`src/rtl/gate_unit_arbiter.sv`:
```
// Round-robin arbiter that time-shares one bitwise gate unit (AND/OR/XOR/NAND)
// among NREQ requesters, with a programmable execute latency and a valid/ready response.
module gate_unit_arbiter #(
  parameter  int NREQ    = 4,
  parameter  int WIDTH   = 8,
  parameter  int LATENCY = 1,
  localparam int ID_W    = $clog2(NREQ)
) (
  input  logic                  clk,
  input  logic                  rst_n,
  input  logic [NREQ-1:0]       req,
  input  logic [2*NREQ-1:0]     op,
  input  logic [WIDTH*NREQ-1:0] a,
  input  logic [WIDTH*NREQ-1:0] b,
  output logic [NREQ-1:0]       gnt,
  output logic                  busy,
  output logic                  rsp_valid,
  input  logic                  rsp_ready,
  output logic [ID_W-1:0]       rsp_id,
  output logic [WIDTH-1:0]      rsp_data
);

  localparam int CNT_W = (LATENCY > 1) ? $clog2(LATENCY) : 1;

  typedef enum logic [1:0] {
    IDLE = 2'd0,
    EXEC = 2'd1,
    RESP = 2'd2
  } state_t;

  state_t            state_reg;
  logic [ID_W-1:0]   ptr_reg;
  logic [CNT_W-1:0]  cnt_reg;
  logic [NREQ-1:0]   gnt_reg;
  logic              busy_reg;
  logic              rsp_valid_reg;
  logic [ID_W-1:0]   rsp_id_reg;
  logic [WIDTH-1:0]  rsp_data_reg;
  logic [1:0]        op_cap_reg;
  logic [WIDTH-1:0]  a_cap_reg;
  logic [WIDTH-1:0]  b_cap_reg;

  logic [1:0]        op_arr [NREQ];
  logic [WIDTH-1:0]  a_arr  [NREQ];
  logic [WIDTH-1:0]  b_arr  [NREQ];

  logic [2*NREQ-1:0] req_dbl;
  logic [NREQ-1:0]   req_rot;
  logic [NREQ-1:0]   rot_first;
  logic [NREQ-1:0]   win_onehot;
  logic [ID_W-1:0]   win_idx;
  logic [ID_W-1:0]   ptr_next;
  int                win_off;
  int                win_pos;
  int                nxt_pos;
  logic [1:0]        sel_op;
  logic [WIDTH-1:0]  sel_a;
  logic [WIDTH-1:0]  sel_b;

  genvar gi;

  generate
    for (gi = 0; gi < NREQ; gi++) begin : g_slice
      assign op_arr[gi] = op[2*gi +: 2];
      assign a_arr[gi]  = a[WIDTH*gi +: WIDTH];
      assign b_arr[gi]  = b[WIDTH*gi +: WIDTH];
    end
  endgenerate

  // Rotate requests so bit 0 is the requester at ptr; the first set bit wins.
  assign req_dbl = {req, req};
  assign req_rot = req_dbl[ptr_reg +: NREQ];

  generate
    for (gi = 0; gi < NREQ; gi++) begin : g_prio
      if (gi == 0) begin : g_first
        assign rot_first[gi] = req_rot[gi];
      end else begin : g_rest
        assign rot_first[gi] = req_rot[gi] & ~(|req_rot[gi-1:0]);
      end
    end
  endgenerate

  always_comb begin
    win_off = 0;
    for (int k = 0; k < NREQ; k++) begin
      if (rot_first[k]) begin
        win_off = k;
      end
    end
    win_pos = int'(ptr_reg) + win_off;
    if (win_pos >= NREQ) begin
      win_pos = win_pos - NREQ;
    end
    nxt_pos = win_pos + 1;
    if (nxt_pos >= NREQ) begin
      nxt_pos = 0;
    end
    win_idx  = ID_W'(win_pos);
    ptr_next = ID_W'(nxt_pos);
  end

  generate
    for (gi = 0; gi < NREQ; gi++) begin : g_onehot
      assign win_onehot[gi] = (win_idx == ID_W'(gi));
    end
  endgenerate

  always_comb begin
    sel_op = '0;
    sel_a  = '0;
    sel_b  = '0;
    for (int k = 0; k < NREQ; k++) begin
      if (win_onehot[k]) begin
        sel_op = op_arr[k];
        sel_a  = a_arr[k];
        sel_b  = b_arr[k];
      end
    end
  end

  function automatic logic [WIDTH-1:0] gate_fn(
    input logic [1:0]       f,
    input logic [WIDTH-1:0] x,
    input logic [WIDTH-1:0] y
  );
    case (f)
      2'b00:   return x & y;
      2'b01:   return x | y;
      2'b10:   return x ^ y;
      default: return ~(x & y);
    endcase
  endfunction

  always_ff @(posedge clk or negedge rst_n) begin
    if (!rst_n) begin
      state_reg     <= IDLE;
      ptr_reg       <= '0;
      cnt_reg       <= '0;
      gnt_reg       <= '0;
      busy_reg      <= 1'b0;
      rsp_valid_reg <= 1'b0;
      rsp_id_reg    <= '0;
      rsp_data_reg  <= '0;
      op_cap_reg    <= '0;
      a_cap_reg     <= '0;
      b_cap_reg     <= '0;
    end else begin
      gnt_reg <= '0;
      case (state_reg)
        IDLE: begin
          if (|req) begin
            gnt_reg    <= win_onehot;
            op_cap_reg <= sel_op;
            a_cap_reg  <= sel_a;
            b_cap_reg  <= sel_b;
            rsp_id_reg <= win_idx;
            cnt_reg    <= CNT_W'(LATENCY - 1);
            ptr_reg    <= ptr_next;
            busy_reg   <= 1'b1;
            state_reg  <= EXEC;
          end
        end
        EXEC: begin
          if (cnt_reg == '0) begin
            rsp_data_reg  <= gate_fn(op_cap_reg, a_cap_reg, b_cap_reg);
            rsp_valid_reg <= 1'b1;
            state_reg     <= RESP;
          end else begin
            cnt_reg <= cnt_reg - CNT_W'(1);
          end
        end
        RESP: begin
          // Result stays stable until the consumer takes it.
          if (rsp_ready) begin
            rsp_valid_reg <= 1'b0;
            busy_reg      <= 1'b0;
            state_reg     <= IDLE;
          end
        end
        default: begin
          state_reg <= IDLE;
        end
      endcase
    end
  end

  assign gnt       = gnt_reg;
  assign busy      = busy_reg;
  assign rsp_valid = rsp_valid_reg;
  assign rsp_id    = rsp_id_reg;
  assign rsp_data  = rsp_data_reg;

endmodule

```
`config.mk`:
```
export PLATFORM = sky130hd
export DESIGN_NAME = gate_unit_arbiter
export DESIGN_NICKNAME = d
export VERILOG_FILES = /design/src/rtl/gate_unit_arbiter.sv
export SDC_FILE = /design/constraint.sdc
export NUM_CORES = 1
export LEC_CHECK = 0
export ABC_CLOCK_PERIOD_IN_PS = 4400
export CAP_MARGIN = 0
export CORE_ASPECT_RATIO = 1.2
export CORE_MARGIN = 2
export CORE_UTILIZATION = 49
export CTS_CLUSTER_DIAMETER = 50
export DETAILED_ROUTE_END_ITERATION = 6
export GPL_ROUTABILITY_DRIVEN = 0
export HOLD_SLACK_MARGIN = 0.03
export PLACE_DENSITY_LB_ADDON = 0.12
export SLEW_MARGIN = 20
export SYNTH_ARGS = -nofsm -noshare
export SYNTH_HDL_FRONTEND = slang
export SYNTH_SLANG_ARGS = --single-unit
```
`constraint.sdc`:
```
create_clock -name clk -period 4.4 [get_ports clk]
set_input_delay 1.32 -clock clk [delete_from_list [all_inputs] [get_ports clk]]
set_output_delay 1.32 -clock clk [all_outputs]
set_load 0.01 [all_outputs]
```
# Yosys cells after proc, flatten, opt, wreduce, memory -nomap -nowiden
# Cells that the tools add are included.
# totals
ff_bits,39
in_bits,79
out_inout_bits,16
wordCells,86
# op_classes
addsub,4
order_cmp,2
n_eq_ne,10
shift,1
muxes,32
n_bitwise,11
n_reduce_logical,15
# ops
op,count
$ge 32x4->1 const B,2
$mux 8,8
$add 3x32->32,1
$add 32x2->32 const B,1
$mux 32,1
$sub 32x4->32 const B,1
$pmux 8 s3,1
$mux 2,10
$reduce_and 3->1,3
$and 8x8->8,1
$eq 2x2->1 const B,4
$mux 4,2
$not 8->8,1
$or 8x8->8,1
$shiftx 8x3->4,1
$xor 8x8->8,1
$eq 2x1->1 const B,3
$logic_not 2->1,3
$mux 1,6
$ne 2x2->1 const B,3
$pmux 1 s2,3
$pmux 2 s3,1
$reduce_and 2->1,3
$reduce_bool 2->1,3
6 further kinds,11

# Longest topological paths before layout
# depth
depth_word,14
depth_mapped,16
depth_no_buf,13

# Least setup slack after synthesis
# Ideal clock, no wire load.
# synth_timing
path_kind,input port to flip-flop
start,input port req[0]
end,register a_cap_reg[5]
setup_ns,0.087
t_arrival_ns,3.680
required_time_ns,4.313
setup_slack_ns,0.633
stages,14
path_buffers,2
cell_sequence,inv_1 > o21ai_0 > a21oi_1 > o31a_1 > ha_1 > xnor2_1 > and4_4 > or2_1 > ha_1 > buf_2 > clkbuf_1 > nand3b_1 > a311o_1 > a22oi_1
# synth_between
elab_chain_cells,14
word_cells_on_any_way,26
classes_between,2 x add/sub; 1 x order compare; 3 x eq/ne; 1 x shift; 8 x mux; 6 x bitwise; 5 x reduce/logical
# synth_rtl
item,line,rtl
"start, declared",11,"input logic [NREQ-1:0] req,"
$shiftx 8x3->4,72,assign req_rot = req_dbl[ptr_reg +: NREQ];
$not 1->1 / $reduce_or 2->1 (equally long branches),79,assign rot_first[gi] = req_rot[gi] & ~(|req_rot[gi-1:0]);
$and 1x1->1 / $not 1->1 (equally long branches),79,
$mux 1 / $and 1x1->1 (equally long branches),"87, 79",
$mux 2 (2 in a row),87,if (rot_first[k]) begin
$add 3x32->32,91,win_pos = int'(ptr_reg) + win_off;
$sub 32x4->32 / $ge 32x4->1 (equally long branches),"93, 92",
$mux 32,92,if (win_pos >= NREQ) begin
$logic_not 2->1,105,assign win_onehot[gi] = (win_idx == ID_W'(gi));
$mux 8 (4 in a row),114,if (win_onehot[k]) begin
"end signal, assigned",155,a_cap_reg <= sel_a;
"end, declared",40,logic [WIDTH-1:0] a_cap_reg;
# Several ways; a longest one is shown, not always the timed one.
# A chain may end at the register's enable or synchronous reset.

# Final worst setup path
# layout_timing
start,input port req[0]
end,register b_cap_reg[2]
# layout_between
elab_chain_cells,14
word_cells_on_any_way,26
classes_between,2 x add/sub; 1 x order compare; 3 x eq/ne; 1 x shift; 8 x mux; 6 x bitwise; 5 x reduce/logical
# layout_rtl
item,line,rtl
$shiftx 8x3->4,72,
$not 1->1 / $reduce_or 2->1 (equally long branches),79,
$and 1x1->1 / $not 1->1 (equally long branches),79,
$mux 1 / $and 1x1->1 (equally long branches),"87, 79",
$mux 2 (2 in a row),87,
$add 3x32->32,91,
$sub 32x4->32 / $ge 32x4->1 (equally long branches),"93, 92",
$mux 32,92,
$logic_not 2->1,105,
$mux 8 (4 in a row),114,
"end signal, assigned",156,b_cap_reg <= sel_b;
"end, declared",41,logic [WIDTH-1:0] b_cap_reg;
# Several ways; a longest one is shown, not always the timed one.

==> flow_summary.ini <==
[final_layout]
area_growth_pct = 41.7
fin_cells = 471
stdcell_area_um2 = 3840
post_route_cells_drive_above_1_share = 0.100
diodes = 0
fin_nets = 508
utilization = 0.720

[clock_network]
clk_pin_slew_worst_paths_ns = 0.08
insertion_delay_ns = 0.29
cts_hold_buffers = 0
htreeDepth = 2
cts_tree = yes
cts_resized = 0
cts_num_sinks = 38
numCtsBuffers = 5
root_buffer = clkbuf_8
cts_buffer_depth = 2
post-cts-setup-buffer-count = 0

[global_route]
grt_pass1_vias = 2700
grt_pass1_wl_um = 11900
gr-total-overflow = 0
grt_usage = 0.243
antenna_found_initial = 0
grt_max_degree = 46

[worst_setup_path]
cp.required_ns = 4.61
cp-start-kind = primary input
rr_startpoint = ptr_reg[1]
path_max_fanout = 15
cp_cell_sequence = clkdlybuf4s50_1 > inv_1 > o21ai_0 > a21oi_1 > o31a_1 > ha_1 > xnor2_1 > and4_4 > or2_1 > ha_1 > buf_4 > nand3b_1 > a311o_1 > a22oi_1
rrSetupSlack_ns = 1.29
max_stage_delay_ns = 0.49
path_class = primary input to register
crit_top_cell = ha_1
crit_path_start = req[0]
cp-end-kind = register
arrival_ns = 4.33
crit_path_top_delay_cell = clkdlybuf4s50_1

[timing]
slew_headroom = 0.423
finalHoldViolCount = 0
maxSlewViolCount = 0
fin_crit_sh = 0.937
period_minus_slack_ns = 4.12
worstMarginPinSlew_ns = 0.866
worst_slack_ns = 0.277
clock_skew_ns = 0.00585
hold_ws_ns = 0.479
setup_violations = 0
setup-tns-final_ns = 0
max_freq_mhz = 243
rsz0062_at_grt = no

[routing]
wl_per_cell_um = 14.9
drt-initial-drc-count = 119
antenna_left = 0
drc = 0
routed_wl_um = 7010
route.vias.total = 2583
first_pass_iters = 4
via_per_inst = 5.48

[pwr]
powerDensity_nw_per_um2 = 807
p_leak_nw = 1.65
vdd_drop_max_v = 0.000535
finalPower_mw = 3.10

[floorplan]
rows = 29
die_area_um2 = 6150
die_h_um = 85.5
ios = 95
core_um2 = 5330
die_w_um = 71.9
start_util = 0.509

[hold_path]
worstHoldPathType = register to register
holdCritStartpoint = rsp_data[5]

[status]
status = complete, no violations

[placed_design]
dp_slack_ns = -0.0481
place_area_um2 = 3750
portBuffers = 94
dp.cells = 463
dp_hpwl_um = 5440

[synthesis]
syn-num-nets = 412
syn_inst = 312
async_reset_ff_frac = 1.00
synth_ff_type = dfrtp_1
synth.distinct_cells = 36
avgSynthCellArea_um2 = 8.69
synth_top_area_frac = 0.351
ys_warn_count = 0
netlist_area_um2 = 2710
synth-edff-count = 0
seq_area_frac_synth = 0.351
synth_area_leaders = dfrtp_1 (35%), ha_1 (9.7%), nand2_1 (5.5%)
ys_seq_elements = 38
yosys.area.top_type = dfrtp_1

[run]
max-cap-violations = 0
[worst paths after layout]
path / endpoint / depth (start not counted)
hold / removal: rsp_data[5] / 2
setup reg to reg: b_cap_reg[2] / 13
min in group asynchronous: rsp_valid / 1
setup / recovery: b_cap_reg[2] / 14
hold reg to reg: rsp_data[5] / 2
max in group asynchronous: ptr_reg[1] / 1
[report_power, final]
group	total [mW]	leakage [nW]	switching (mW)	internal, mW
Sequential	0.674	0.459	0.149	0.524
Combinational	2.17	1.14	1.10	1.08
Clock	0.252	0.0472	0.126	0.126
[critical path, delay by kind of cell]
| kind | cells | cell delay, ns |
|---|---|---|
| and+or+nand+nor | 3 | 0.60 |
| AOI/OAI and AO/OA | 5 | 1.02 |
| adders and majority gates | 2 | 0.48 |
| xor gates and xnor gates | 1 | 0.15 |
| buffers and inverters | 3 | 0.76 |
[routing by layer]
metal	vias to the layer above	share of wire	global-route usage
met1	1194	0.44	0.304
li1	1299	-	-
met3	9	0.067	0.0646
met5	-	0	0
met2	81	0.48	0.402
met4	0	0.016	0.0875
[final cells by class]
class | instances | area (um^2)
multi-input combinational | 228 | 1550
clock inverter | 2 | 12.5
tap | 62 | 77.6
fill | 413 | 1490
timing repair buffer | 112 | 1080
clock buffer | 6 | 82.6
inverter | 23 | 86.3
sequential | 38 | 951
[synth_stat cells, types with 10 or more instances]
master / n
ha_1: 21
nand3b_1: 15
a311o_1: 14
nor2_1: 24
a22oi_1: 14
nand2_1: 40
o21ai_0: 20
clkbuf_1: 14
a21oi_1: 20
mux2_2: 10
inv_1: 23
dfrtp_1: 38
[kinds of logic (layout without fill, tap and decap cells)]
group           count (synthesis)  count (layout)  synth area share
compound gates                 95              95             0.243
xor+xnor                        1               1           0.00323
fa+ha+maj                      21              21            0.0969
buf+inv                        46             143            0.0784
flops                          38              38             0.351
mux                            11              11            0.0452
simple gates                  100             100             0.183
[placed cells by master, fill, tap and decap left out, drive strengths merged, types with 7 or more instances in the layout]
cell type	n
a21oi	20
a22oi	14
a311o	14
buf	19
clkdlybuf4s50	93
dfrtp	38
ha	21
inv	23
mux2	10
nand2	40
nand3b	15
nor2	24
o21ai	27
o31a	7
No activity file was read; power rests on OpenSTA's default activity.
